===== src/rtl/traffic_sensor_interface_pkg.sv =====
// Shared definitions for the traffic sensor interface: fault cause codes
// and the lamp legality helper.
package traffic_sensor_interface_pkg;

    localparam int unsigned FLT_W = 2;

    localparam logic [FLT_W-1:0] FLT_NONE     = 2'd0;
    localparam logic [FLT_W-1:0] FLT_A        = 2'd1;
    localparam logic [FLT_W-1:0] FLT_B        = 2'd2;
    localparam logic [FLT_W-1:0] FLT_CONFLICT = 2'd3;

    // A street's {R,Y,G} lamps are legal only when exactly one is lit.
    function automatic logic lamp_onehot(input logic [2:0] ryg);
        return (ryg == 3'b001) || (ryg == 3'b010) || (ryg == 3'b100);
    endfunction

endpackage


===== src/rtl/sensor_channel.sv =====
// One street's detector path: 2-flop synchroniser, debouncer, service
// request latch and saturating arrival counter.
module sensor_channel
    import traffic_sensor_interface_pkg::*;
#(
    parameter int unsigned DEBOUNCE = 4,
    parameter int unsigned CNT_W    = 8
) (
    input  logic             clk,
    input  logic             reset_n,
    input  logic             det,
    input  logic             green,
    input  logic             cnt_clr,
    output logic             req,
    output logic [CNT_W-1:0] cnt
);

    localparam int unsigned      DB_W    = $clog2(DEBOUNCE + 1);
    localparam logic [DB_W-1:0]  DB_LAST = DB_W'(DEBOUNCE - 1);
    localparam logic [CNT_W-1:0] CNT_MAX = '1;

    logic            sync1;
    logic            sync2;
    logic            stable;
    logic [DB_W-1:0] db_cnt;
    logic            flip_c;
    logic            rise_c;

    // Stable level flips on the DEBOUNCE-th consecutive differing sample.
    assign flip_c = (sync2 != stable) && (db_cnt == DB_LAST);
    assign rise_c = flip_c && sync2;

    always_ff @(posedge clk or negedge reset_n) begin
        if (!reset_n) begin
            sync1 <= 1'b0;
            sync2 <= 1'b0;
        end else begin
            sync1 <= det;
            sync2 <= sync1;
        end
    end

    always_ff @(posedge clk or negedge reset_n) begin
        if (!reset_n) begin
            stable <= 1'b0;
            db_cnt <= '0;
        end else if (sync2 == stable) begin
            db_cnt <= '0;
        end else if (flip_c) begin
            stable <= sync2;
            db_cnt <= '0;
        end else begin
            db_cnt <= db_cnt + DB_W'(1);
        end
    end

    // Vehicle presence dominates; only own green with no vehicle releases.
    always_ff @(posedge clk or negedge reset_n) begin
        if (!reset_n) begin
            req <= 1'b0;
        end else if (stable) begin
            req <= 1'b1;
        end else if (green) begin
            req <= 1'b0;
        end
    end

    always_ff @(posedge clk or negedge reset_n) begin
        if (!reset_n) begin
            cnt <= '0;
        end else if (cnt_clr) begin
            cnt <= '0;
        end else if (rise_c && (cnt != CNT_MAX)) begin
            cnt <= cnt + CNT_W'(1);
        end
    end

endmodule


===== src/rtl/traffic_sensor_interface.sv =====
// Sensor-side end of the lamp/sensor interface: per-street request
// generation plus a sticky monitor for illegal lamp combinations.
module traffic_sensor_interface
    import traffic_sensor_interface_pkg::*;
#(
    parameter int unsigned DEBOUNCE = 4,
    parameter int unsigned CNT_W    = 8
) (
    input  logic             clk,
    input  logic             reset_n,
    input  logic             det_a,
    input  logic             det_b,
    input  logic             Ra,
    input  logic             Ya,
    input  logic             Ga,
    input  logic             Rb,
    input  logic             Yb,
    input  logic             Gb,
    input  logic             cnt_clr,
    input  logic             fault_clr,
    output logic             Sa,
    output logic             Sb,
    output logic [CNT_W-1:0] cnt_a,
    output logic [CNT_W-1:0] cnt_b,
    output logic             fault,
    output logic [FLT_W-1:0] fault_code
);

    logic             viol_a_c;
    logic             viol_b_c;
    logic             conflict_c;
    logic             any_viol_c;
    logic [FLT_W-1:0] code_c;

    sensor_channel #(
        .DEBOUNCE (DEBOUNCE),
        .CNT_W    (CNT_W)
    ) u_chan_a (
        .clk     (clk),
        .reset_n (reset_n),
        .det     (det_a),
        .green   (Ga),
        .cnt_clr (cnt_clr),
        .req     (Sa),
        .cnt     (cnt_a)
    );

    sensor_channel #(
        .DEBOUNCE (DEBOUNCE),
        .CNT_W    (CNT_W)
    ) u_chan_b (
        .clk     (clk),
        .reset_n (reset_n),
        .det     (det_b),
        .green   (Gb),
        .cnt_clr (cnt_clr),
        .req     (Sb),
        .cnt     (cnt_b)
    );

    // Cause priority: both streets non-red, then A, then B.
    always_comb begin
        viol_a_c   = !lamp_onehot({Ra, Ya, Ga});
        viol_b_c   = !lamp_onehot({Rb, Yb, Gb});
        conflict_c = !Ra && !Rb;
        any_viol_c = viol_a_c || viol_b_c || conflict_c;
        code_c     = FLT_NONE;
        if (conflict_c) begin
            code_c = FLT_CONFLICT;
        end else if (viol_a_c) begin
            code_c = FLT_A;
        end else if (viol_b_c) begin
            code_c = FLT_B;
        end
    end

    // A set in the same cycle as fault_clr wins and re-latches the cause.
    always_ff @(posedge clk or negedge reset_n) begin
        if (!reset_n) begin
            fault      <= 1'b0;
            fault_code <= FLT_NONE;
        end else if (any_viol_c && (!fault || fault_clr)) begin
            fault      <= 1'b1;
            fault_code <= code_c;
        end else if (fault_clr) begin
            fault      <= 1'b0;
            fault_code <= FLT_NONE;
        end
    end

endmodule


===== config.mk =====
export PLATFORM = sky130hd
export DESIGN_NAME = traffic_sensor_interface
export DESIGN_NICKNAME = d
export VERILOG_FILES = /design/src/rtl/traffic_sensor_interface_pkg.sv /design/src/rtl/sensor_channel.sv /design/src/rtl/traffic_sensor_interface.sv
export SDC_FILE = /design/constraint.sdc
export NUM_CORES = 1
export LEC_CHECK = 0
export ABC_AREA = 1
export BUFFER_PORTS_ARGS = -buffer_cell sky130_fd_sc_hd__buf_2
export CORE_UTILIZATION = 45
export DETAILED_ROUTE_END_ITERATION = 12
export PLACE_DENSITY = 0.75
export RECOVER_POWER = 100
export SETUP_SLACK_MARGIN = 0.5
export SYNTH_ARGS = -nofsm -noshare
export SYNTH_HDL_FRONTEND = slang
export SYNTH_SLANG_ARGS = --single-unit

===== constraint.sdc =====
create_clock -name clk -period 3.9 [get_ports clk]
set_input_delay 0.195 -clock clk [delete_from_list [all_inputs] [get_ports clk]]
set_output_delay 0.195 -clock clk [all_outputs]
set_load 0.005 [all_outputs]

==> run summary <==
Outcome: finished with violations
Failing checks: max-capacitance violations, max-slew violations
Crit path max fanout: 9
Worst-Skew Late Latency: 0.28 ns
IO buf count: 32
RSZ-0062 raised after global routing: no
Layout cell share with drive strength beyond 1: 17.5%
ANT cells: 0
Antenna-violating nets left: 0
Final wirelength: 3.14 mm
Vias in the first global route: 1336
Syn_nets: 222
Leakage: 1.11 nW
Global-route wire length before repair: 5.67 mm
Area leader, netlist: dfrtp_1
Critical Path AT: 2.20 ns
First-pass detailed-route iteration total: 4
Detailed-route via count: 1415
DR DRC count: 0
Post-DP Area: 1900 um2
Routed vias/inst: 4.85
Clock power frac: 34.0%
CTS tree: built
Clock root cell: clkbuf_8
Fillers: 356
Die X: 63.3 um
F_max: 492 MHz
Switch Pwr: 0.000227 W
FF-to-FF path depth: 8
Initial antenna violation count: 0
Min-delay worst type: in -> reg
Final Max Tran Viols: 34
Total Routing Usage GR: 18.2%
Worst IR Drop VDD: 290 uV
Max-Cap Viols: 1
Synth Warn #: 0
CTS hold repair buffers: 1
Final Skew: 0.00612 ns
Grt ovf: 0
Post-cts repair resize count: 0
Share of the synthesized area in the top cell type: 48.9%
Switch share: 27.4%
Reg-to-reg endpoint: u_chan_b.cnt[5]$_DFFE_PN0P_
Worst setup path endpoint: u_chan_b.cnt[5]$_DFFE_PN0P_
Fin. Hold Viols: 0
Mapped Area: 1690 um2
Row count: 21
Cell area after layout: 1960 um2
Synthesis-stage register bit count: 33
Internal power: 0.000600 W
Die Area: 4000 um2
Worst endpoint required time: 4.07 ns
CTS buffer count: 5
Detailed Place HPWL: 2.25 mm
Vert. Die Dim: 63.3 um
Crit. Startpoint: u_chan_b.db_cnt[0]$_DFF_PN0_
Longest Clk Path Bufs: 2
Reg2Reg Launch Point: u_chan_b.db_cnt[0]$_DFF_PN0_
Worst-path clk slew: 0.06 ns
# nets final: 261
Setup_tns: 0 ns
Post-synth cell types: 23
Slew of the pin with the lowest slew margin: 1.71 ns
Register area share after synthesis: 48.9%
Final min period: 2.03 ns
DR WL/cell: 10.7 um
Slew headroom: -13.8%
Iter 0 DRT Violations: 85
Hold slack: 0.0177 ns
Initial Util: 48.7%
Gpl congestion: 0.820
Mean Syn Cell Area: 8.20 um2
Critical Path End Type: register
Core Footprint: 3470 um2
Largest net degree at the start of global routing: 34
Post-CTS Setup Inserts: 0
Comb power frac: 16.3%
Worst Setup Slack, final: 1.87 ns
Period utilization: 52.1%
H-tree Lvls: 2
Seq pwr share: 49.7%
I/O pin cnt: 33
TritonCTS Sinks: 33
Setup CP Type: reg -> reg
R2r setup slk: 1.87 ns
Power Density: 421 nW/um2
Cells after synthesis: 206
Number of setup violations in the final report: 0
Area Overhead vs Synth: 16.2%
CP Launch Type: register
Worst slack, placed: 2.39 ns
Top cells by area, synth: dfrtp_1 49%, nand2_1 17%, inv_1 5.3%
-- state kept, by name, indices dropped and copies added, names as in the netlist --
register,count
u_chan_a.db_cnt,3
u_chan_a.req,1
fault_code,2
u_chan_b.cnt,8
u_chan_a.stable,1
u_chan_b.sync1,1
u_chan_b.req,1
u_chan_a.sync2,1
fault,1
u_chan_b.sync2,1
u_chan_b.stable,1
u_chan_a.sync1,1
u_chan_b.db_cnt,3
u_chan_a.cnt,8
-- per-stage QoR --
step	utilization (%)	std cells	total power, W
detailed placement	54.8	283	0.000564
global placement	54.8	283	0.000560
finish	56.6	292	0.000827
floorplan	-	206	0.000512
CTS	58.0	292	0.000845
global route	56.6	292	0.000878
-- metal layers --
metal  up-vias  global-route usage [%]  share of wire (%)
met2        25                    28.8                 46
met4         0                    7.95                1.1
met3         4                    5.25                4.0
met5         -                       0                  0
met1       651                    23.1                 48
li1        735                       -                  -
-- area by class of cell --
type / count / area (um2) / area share [%]
sequential: 33 / 826 / 42.1
multi-input combinational: 144 / 711 / 36.2
tap: 46 / 57.6 / 2.93
clock inverter: 1 / 5.00 / 0.255
inverter: 28 / 105 / 5.35
clock buffer: 7 / 96.3 / 4.91
timing repair buffer: 33 / 163 / 8.29
-- cell usage after synthesis, drive strengths merged --
master and instances:
nor3 7, nand3 19, a21oi 2, dfrtp 33, buf 1, inv 28
o21ai 4, nor3b 1, nand3b 1, or2 2, nand2b 1, xnor2 1
xor2 2, nand2 76, nand4 12, ha 4, nor2 12
-- worst max-delay path, cell delays in order (launching register included) --
cell and delay, ns:
dfrtp_1 0.35, ha_1 0.15, inv_1 0.06, nor2_1 0.16
nand3_1 0.14, a21oi_1 0.56, nor2_1 0.31, nand2_1 0.14
nand2_1 0.06
-- power groups by stage --
stage	sequential [W]	clock (W)	combinational, W
5_1_grt	0.000416	0.000302	0.000160
2_1_floorplan	0.000416	0	0.0000956
4_1_cts	0.000412	0.000287	0.000146
6_report	0.000411	0.000281	0.000135
3_3_place_gp	0.000417	0	0.000143
3_5_place_dp	0.000417	0	0.000147
-- worst min path at each step --
stage,startpoint,end,depth (start not counted)
finish,det_a,u_chan_a.sync1$_DFF_PN0_,1
global route,det_a,u_chan_a.sync1$_DFF_PN0_,1
CTS,det_a,u_chan_a.sync1$_DFF_PN0_,1
detailed placement,reset_n,u_chan_b.req$_DFFE_PN0P_,1
global placement,reset_n,u_chan_b.db_cnt[0]$_DFF_PN0_,1
floorplan,reset_n,fault$_DFFE_PN0P_,0
-- kinds of logic (layout without fill, tap and decap cells) --
family,after synthesis,in the layout,share of synthesized area [%]
xor+xnor,3,3,1.56
simple gates,131,131,37.0
fa+ha+maj,4,4,2.96
buf+inv,29,69,6.52
flops,33,33,48.9
compound gates,6,6,3.11
-- cells in the final DEF, fill, tap and decap left out, types with 3 or more instances in the layout --
master / n
nand3_1: 17
o21ai_0: 3
nor3_1: 5
ha_1: 4
dfrtp_1: 33
nand2_1: 76
clkbuf_1: 5
buf_2: 26
nor2_1: 11
clkbuf_8: 7
inv_1: 24
nand4_1: 12
No activity file was read; power rests on OpenSTA's default activity.
